===== config.mk =====
export PLATFORM = sky130hd
export DESIGN_NAME = seq_convolver
export DESIGN_NICKNAME = d
export VERILOG_FILES = /design/src/rtl/seq_convolver.sv
export SDC_FILE = /design/constraint.sdc
export NUM_CORES = 1
export LEC_CHECK = 0
export ABC_AREA = 1
export BUFFER_PORTS_ARGS = -buffer_cell sky130_fd_sc_hd__buf_2
export CORE_MARGIN = 5
export CORE_UTILIZATION = 54
export CTS_CLUSTER_DIAMETER = 80
export CTS_CLUSTER_SIZE = 40
export DETAILED_ROUTE_END_ITERATION = 16
export PLACE_DENSITY = 0.73
export SETUP_SLACK_MARGIN = 0.4
export SLEW_MARGIN = 20
export SYNTH_ARGS = -nofsm -noshare
export SYNTH_HDL_FRONTEND = slang
export SYNTH_SLANG_ARGS = --single-unit

===== constraint.sdc =====
create_clock -name clk_i -period 6.05 [get_ports clk_i]
set_clock_uncertainty 0.05 [all_clocks]
set_input_delay 0.605 -clock clk_i [delete_from_list [all_inputs] [get_ports clk_i]]
set_output_delay 0.605 -clock clk_i [all_outputs]
set_load 0.005 [all_outputs]

===== src/rtl/seq_convolver.sv =====
// seq_convolver: full linear convolution y = h * x with one MAC; CONV_WRAP_COMPAT_EN truncates y to DATA_W bits.
// Latency: first y H_LEN+1 cycles after the final sample edge, then H_LEN+1 cycles after each output handshake.
// Backpressure: out_data/out_last held until out_ready; no samples accepted while computing or emitting.
module seq_convolver #(
  parameter int DATA_W = 4,
  parameter int COEF_W = 4,
  parameter int X_LEN  = 8,
  parameter int H_LEN  = 8,
  localparam int AW    = (H_LEN > 1) ? $clog2(H_LEN) : 1,
  localparam int ACC_W = DATA_W + COEF_W + $clog2(H_LEN) + 1
) (
  input  logic              clk_i,
  input  logic              rst_n_i,
  input  logic              coef_we_i,
  input  logic [AW-1:0]     coef_addr_i,
  input  logic [COEF_W-1:0] coef_data_i,
  input  logic              in_valid_i,
  output logic              in_ready_o,
  input  logic [DATA_W-1:0] in_data_i,
  input  logic              in_last_i,
  output logic              out_valid_o,
  input  logic              out_ready_i,
  output logic [ACC_W-1:0]  out_data_o,
  output logic              out_last_o,
  output logic              busy_o
);

  localparam int N_OUT = X_LEN + H_LEN - 1;
  localparam int XW    = (X_LEN > 1) ? $clog2(X_LEN) : 1;
  localparam int KW    = $clog2(H_LEN + 1);
  localparam int NW    = $clog2(N_OUT + 1);
  localparam int PW    = DATA_W + COEF_W;

  typedef enum logic [1:0] {IDLE, FILL, MAC, EMIT} state_t;

  state_t            state_q, state_d;
  logic [COEF_W-1:0] h_q [H_LEN];
  logic [DATA_W-1:0] x_q [X_LEN];
  logic [XW-1:0]     i_q;
  logic [KW-1:0]     k_q;
  logic [NW-1:0]     n_q;
  logic [ACC_W-1:0]  acc_q;
  logic [ACC_W-1:0]  out_data_q;
  logic              out_valid_q;
  logic              out_last_q;

  logic              in_hs, out_hs, frame_done, last_term, last_out;
  logic [PW-1:0]     term;
  logic [31:0]       nk;
  logic [ACC_W-1:0]  acc_out;

`ifdef CONV_WRAP_COMPAT_EN
  localparam logic [ACC_W-1:0] WRAP_MASK = ACC_W'((1 << DATA_W) - 1);
  assign acc_out = acc_q & WRAP_MASK;
`else
  assign acc_out = acc_q;
`endif

  assign in_ready_o  = rst_n_i && ((state_q == IDLE) || (state_q == FILL));
  assign busy_o      = (state_q != IDLE);
  assign out_valid_o = out_valid_q;
  assign out_data_o  = out_data_q;
  assign out_last_o  = out_last_q;

  assign in_hs      = in_valid_i && in_ready_o;
  assign out_hs     = out_valid_q && out_ready_i;
  assign frame_done = in_last_i ||
                      ((state_q == IDLE) ? (X_LEN == 1) : (32'(i_q) == X_LEN - 1));
  assign last_term  = (32'(k_q) == H_LEN);
  assign last_out   = (32'(n_q) == N_OUT - 1);

  // Term k of y[n]; taps that fall outside the frame contribute zero.
  always_comb begin
    term = '0;
    nk   = 32'(n_q) - 32'(k_q);
    if ((32'(k_q) < H_LEN) && (32'(n_q) >= 32'(k_q)) && (nk < X_LEN))
      term = PW'(h_q[k_q[AW-1:0]]) * PW'(x_q[nk[XW-1:0]]);
  end

  always_comb begin
    state_d = state_q;
    unique case (state_q)
      IDLE:    if (in_hs) state_d = frame_done ? MAC : FILL;
      FILL:    if (in_hs && frame_done) state_d = MAC;
      MAC:     if (last_term) state_d = EMIT;
      EMIT:    if (out_hs) state_d = last_out ? IDLE : MAC;
      default: state_d = IDLE;
    endcase
  end

  always_ff @(posedge clk_i) begin
    if (!rst_n_i) state_q <= IDLE;
    else          state_q <= state_d;
  end

  always_ff @(posedge clk_i) begin
    if (!rst_n_i) begin
      for (int j = 0; j < H_LEN; j++) h_q[j] <= '0;
      for (int j = 0; j < X_LEN; j++) x_q[j] <= '0;
      i_q         <= '0;
      k_q         <= '0;
      n_q         <= '0;
      acc_q       <= '0;
      out_data_q  <= '0;
      out_valid_q <= 1'b0;
      out_last_q  <= 1'b0;
    end else begin
      unique case (state_q)
        IDLE: begin
          if (coef_we_i && (32'(coef_addr_i) < H_LEN)) h_q[coef_addr_i] <= coef_data_i;
          // Clearing the whole frame up front gives zero-fill for short frames.
          if (in_hs) begin
            for (int j = 1; j < X_LEN; j++) x_q[j] <= '0;
            x_q[0] <= in_data_i;
            i_q    <= XW'(1);
            n_q    <= '0;
            k_q    <= '0;
            acc_q  <= '0;
          end
        end
        FILL: begin
          if (in_hs) begin
            x_q[i_q] <= in_data_i;
            i_q      <= i_q + 1'b1;
          end
        end
        MAC: begin
          if (last_term) begin
            out_data_q  <= acc_out;
            out_valid_q <= 1'b1;
            out_last_q  <= last_out;
          end else begin
            acc_q <= acc_q + ACC_W'(term);
            k_q   <= k_q + 1'b1;
          end
        end
        EMIT: begin
          if (out_hs) begin
            out_valid_q <= 1'b0;
            out_last_q  <= 1'b0;
            acc_q       <= '0;
            k_q         <= '0;
            n_q         <= last_out ? '0 : n_q + 1'b1;
          end
        end
        default: ;
      endcase
    end
  end

endmodule


==> impl_metrics.json, run 1 <==
{
  "final.setup.tns_ns": 0,
  "path_class": "reg2reg",
  "setup_ws_ns": 0.870,
  "synthTopCellsByArea": "edfxtp_1 32%, dfxtp_1 14%, nand2_1 13%",
  "routed_wl_mm": 12.8,
  "synth_top_area_share_pct": 32.4,
  "utilization_pct": 58.9,
  "synth-edff-count": 64,
  "cts_max_level": 3,
  "synth_top_cell_by_area": "edfxtp_1",
  "n_antenna_cell": 0,
  "synth_fp_nets": 802,
  "die_h_um": 115,
  "worst_slew_pin_slew_ns": 0.642,
  "clk_path_buf_depth": 2,
  "antenna_found_initial": 0,
  "yosysUniqueCellTypes": 37,
  "postSynthCellCount": 744,
  "dieArea_um2": 13200,
  "drc_errors": 0,
  "synth_seq_area_share_pct": 46.6,
  "clkTransAtPathRegs_ns": 0.10,
  "cts_buffers": 9,
  "portBuffers": 32,
  "grt_pass1_wl_mm": 21.7,
  "placed_area_um2": 6180,
  "yosys-top-cells-count": "206 x nand2_1, 149 x nor2_1, 64 x edfxtp_1, 64 x inv_1, 44 x a21oi_1",
  "arrival_ns": 5.40,
  "post_drt_wl_per_cell_um": 13.9,
  "core_um2": 10800,
  "power_per_cell_area_nw_per_um2": 408,
  "report.final.slew_viol_count": 0,
  "required_ns": 6.27,
  "insertion_delay_ns": 0.37,
  "fillerInstances": 979,
  "grt_setup_unrepaired": "no",
  "status": "finished, final reports clean",
  "grt-ovfl-total": 0,
  "fmax_ghz": 0.193,
  "dp_hpwl_mm": 9.62,
  "ioPinCount": 33,
  "synth_seq_cells": 106,
  "dp_slack_ns": 0.863,
  "cts-root-buf": "clkbuf_8",
  "synthArstFlopShare_pct": 0,
  "peakVddDrop_mv": 0.241,
  "grt_pass1_vias": 4788,
  "gp_congestion": 0.904,
  "hold_class": "reg2reg",
  "startpoint_type": "flop",
  "relSlewSlack_pct": 57.1,
  "holdWs_ns": 0.441,
  "cts.sinks": 106,
  "ys_warn_count": 0,
  "synthToLayoutAreaGrowth_pct": 7.28,
  "finalSetupViolCount": 0,
  "drt-pass1-iter-count": 5,
  "drive_gt1_share_pct": 8.61,
  "postCtsSetupBuffers": 0,
  "p_leak_nw": 2.93,
  "maxCapViolCount": 0,
  "postRouteAntennaNets": 0,
  "endpoint_kind": "flop",
  "post_cts_resized": 0,
  "die_w_um": 115,
  "yosysMostFrequentCell": "nand2_1",
  "avgSynthCellArea_um2": 7.97,
  "grt_max_degree": 29,
  "start_util_pct": 55.0,
  "period_needed_ns": 5.18,
  "num_rows": 38,
  "cts_hold_buf": 0,
  "worstPathMaxFanout": 9,
  "dr_total_vias": 4810,
  "synthFlopType": "edfxtp_1",
  "drt-initial-drc-count": 254,
  "fin_crit_sh_pct": 85.6,
  "cts_tree": "done",
  "stdcell_area_um2": 6360,
  "syn_area_um2": 5930,
  "nets": 831,
  "grt_usage_pct": 20.5,
  "viasPerCell": 5.24,
  "hold_viol": 0
}
[placed cells by master, fill, tap and decap left out, types with 2 or more instances in the layout]
| cell | instances |
|---|---|
| nor2_2 | 3 |
| nor2_1 | 149 |
| clkbuf_8 | 9 |
| nand4_1 | 6 |
| ha_1 | 35 |
| a21oi_1 | 44 |
| fa_1 | 5 |
| clkinv_1 | 4 |
| clkinv_2 | 2 |
| nand3b_1 | 2 |
| o21ai_0 | 23 |
| edfxtp_1 | 64 |
| xor2_1 | 6 |
| buf_2 | 32 |
| inv_1 | 63 |
| a211oi_1 | 2 |
| nor2_4 | 2 |
| and2_1 | 2 |
| nand2_2 | 4 |
| nand2_1 | 206 |
| inv_2 | 5 |
| nor3_1 | 2 |
| nand3_1 | 43 |
| nand2_4 | 2 |
| a22o_1 | 6 |
| dfxtp_1 | 42 |
| or2_2 | 2 |
[routing by layer]
| metal | global-route usage [%] | wire length, um | up-vias |
|---|---|---|---|
| met5 | 0 | 0 | - |
| met4 | 6.73 | 209 | 0 |
| met3 | 3.74 | 688 | 19 |
| met2 | 35.7 | 6320 | 136 |
| met1 | 25.7 | 5530 | 2187 |
| li1 | - | - | 2468 |
[stage by stage]
stage | cells | total power, mW
after floorplan | 744 | 1.93
after global placement | 902 | 2.14
after detailed placement | 902 | 2.18
after CTS | 918 | 2.60
after global routing | 918 | 2.83
final | 918 | 2.60
[area by class of cell]
class                      count  area [um^2]  area share (%)
sequential                   106         2760            43.4
inverter                      70          263            4.13
tap                          140          175            2.75
timing repair buffer          32          160            2.52
clock buffer                   9          124            1.95
clock inverter                 7         60.1           0.944
multi-input combinational    554         2820            44.3
[path summary, 6_finish.rpt]
| check | cells after the start | slack, ns | start | end |
|---|---|---|---|---|
| max reg2reg | 26 | 0.87 | n_q[0] | acc_out[9] |
| min | 2 | 0.44 | out_last_o | out_last_o |
| min reg2reg | 2 | 0.44 | out_last_o | out_last_o |
| max | 26 | 0.87 | n_q[0] | acc_out[9] |
[critical path: stages, from the launching register on]
cell      delay, ns
dfxtp_1        0.38
inv_1          0.10
ha_1           0.18
inv_1          0.08
fa_2           0.53
inv_2          0.17
a21oi_1        0.06
a22o_1         0.24
nand2_1        0.07
nand3_1        0.10
fa_1           0.54
inv_1          0.06
fa_1           0.56
inv_1          0.07
fa_1           0.45
nor2_1         0.13
a211oi_1       0.06
xor2_1         0.14
nor2_1         0.06
ha_1           0.37
nand2_1        0.11
nor2_1         0.15
nand3_1        0.12
nand3_1        0.12
nand3_1        0.08
nand2_1        0.06
nor2_1         0.04
[report_power, final]
part	switching (mW)	leakage, nW	total, mW	internal (mW)
clock	0.236	0.0900	0.423	0.186
sequential	0.0472	1.01	0.877	0.830
combinational	0.840	1.83	1.30	0.457
[state kept, by name, indices dropped and copies added (netlist names), named ones only]
register and flops:
acc_out 12, h_q 32, i_q 3, k_q 4, n_q 4, out_data_o 12
out_last_o 1, out_valid_o 1, state_q 2, x_q 32
[cell families (layout without fill, tap and decap cells)]
logic type	after synthesis	in the layout	share of synthesized area [%]
buf+inv	84	118	5.95
simple gates	425	425	29.5
xor+xnor	7	7	1.03
compound gates	81	81	7.51
fa+ha+maj	41	41	9.41
flops	106	106	46.6
Note: power is estimated with default switching activity, not from simulation.
==> inputs of run 2 (changes only) <==
Settings changed: CORE_UTILIZATION 54 to 30, PLACE_DENSITY 0.73 to 0.46.
==> impl_metrics.json, run 2 (synthesized netlist as in run 1, its figures left out) <==
{
  "status": "finished, final reports clean",
  "period_needed_ns": 5.12,
  "p_leak_nw": 2.98,
  "placed_area_um2": 6340,
  "dp_hpwl_mm": 10.8,
  "peakVddDrop_mv": 0.183,
  "slowest_stage": "fa_1",
  "cts_max_level": 3,
  "arrival_ns": 5.33,
  "drt-pass1-iter-count": 6,
  "required_ns": 6.26,
  "grt_usage_pct": 13.5,
  "die_w_um": 151,
  "postCtsSetupBuffers": 0,
  "dieArea_um2": 22700,
  "post_cts_resized": 0,
  "reg_top3": "h_q x32, x_q x32",
  "grt_setup_unrepaired": "no",
  "routed_wl_mm": 14.5,
  "viasPerCell": 4.51,
  "endpoint_kind": "flop",
  "holdPathStages": 2,
  "fmax_ghz": 0.195,
  "clkTransAtPathRegs_ns": 0.07,
  "startpoint_type": "flop",
  "portBuffers": 32,
  "path_class": "reg2reg",
  "cp_slowest_stage_delay_ns": 0.56,
  "hold_viol": 0,
  "cts_tree": "done",
  "insertion_delay_ns": 0.36,
  "post_drt_wl_per_cell_um": 13.9,
  "report.final.slew_viol_count": 0,
  "rr_worst_depth": 26,
  "die_h_um": 151,
  "n_antenna_cell": 0,
  "fin_cells": 1044,
  "num_rows": 51,
  "cts-root-buf": "clkbuf_16",
  "drive_gt1_share_pct": 8.86,
  "cts_hold_buf": 0,
  "total_power_mw": 2.78,
  "nets": 832,
  "clk_path_buf_depth": 2,
  "drc_errors": 0,
  "final.setup.tns_ns": 0,
  "grt_max_degree": 29,
  "worst_slew_pin_slew_ns": 0.656,
  "grt_pass1_vias": 4689,
  "start_util_pct": 30.5,
  "relSlewSlack_pct": 56.0,
  "synthToLayoutAreaGrowth_pct": 11.7,
  "power_per_cell_area_nw_per_um2": 420,
  "finalSetupViolCount": 0,
  "fin_crit_sh_pct": 84.7,
  "core_um2": 19500,
  "antenna_found_initial": 0,
  "crit_path_frequent_cell": "nor2_1",
  "gp_congestion": 0.843,
  "drt-initial-drc-count": 193,
  "dr_total_vias": 4707,
  "grt-ovfl-total": 0,
  "hold_class": "reg2reg",
  "maxCapViolCount": 0,
  "postRouteAntennaNets": 0,
  "stdcell_area_um2": 6620,
  "layout_commonest_cell": "nand2_1",
  "grt_pass1_wl_mm": 23.7,
  "fillerInstances": 2110,
  "worstPathMaxFanout": 9,
  "placedCellCount": 1028,
  "ioPinCount": 33,
  "cts.sinks": 106,
  "final_cell_mix": "206 x nand2_1, 149 x nor2_1, 64 x edfxtp_1",
  "cts_buffers": 9
}
## run 2: cell types whose count changed in the layout (fill, tap and decap cells not counted), sizes merged
cell | before | now
clkinv | 6 | 4
inv | 68 | 72
bufinv | 1 | 0
clkinvlp | 2 | 1
buf | 32 | 33
## run 2: power breakdown
part,switching (mW),internal (mW),leakage (nW)
clock,0.299,0.287,0.139
sequential,0.0427,0.830,1.01
combinational,0.865,0.456,1.83
## run 2: per-stage QoR
stage          utilization (%)  setup WS, ns  hold WS [ns]
5_1_grt                   34.0         0.460         0.456
2_1_floorplan                -          1.26         0.400
3_5_place_dp              32.6         0.851         0.412
3_3_place_gp              32.6         0.889         0.406
6_report                  34.0         0.927         0.422
4_1_cts                   34.0         0.838         0.427
## run 2: path summary, 6_finish.rpt
check / start / end / slack, ns
worst min-delay path: out_last_o / out_last_o / 0.42
worst min register to register: out_last_o / out_last_o / 0.42
worst max-delay path: n_q[0] / acc_out[11] / 0.93
worst max register to register: n_q[0] / acc_out[11] / 0.93
## run 2: per-layer routing
metal / vias up / track usage [%] / part of all wire, % / routed length (um)
li1: 2471 / - / - / -
met5: - / 0 / 0 / 0
met4: 0 / 6.17 / 2.8 / 400
met2: 64 / 22.9 / 48 / 7020
met3: 22 / 2.05 / 2.8 / 412
met1: 2150 / 16.9 / 46 / 6700
## run 2: area by class of cell
class / instances / area, um^2 / area share [%]
repair buffers: 33 / 168 / 2.53
well taps: 265 / 332 / 5.01
clock buffers: 9 / 225 / 3.40
clock inverters: 7 / 58.8 / 0.888
multi-input cells: 554 / 2820 / 42.5
inverters: 70 / 263 / 3.97
flip-flops and latches: 106 / 2760 / 41.7
## run 2: worst max-delay path: cells and delay by family (launching register included)
kind            cells  cell delay, ns
simple gates       11            0.98
xor+xnor            1            0.13
buf+inv             5            0.49
compound gates      3            0.35
flops               1            0.35
fa+ha+maj           6            2.65
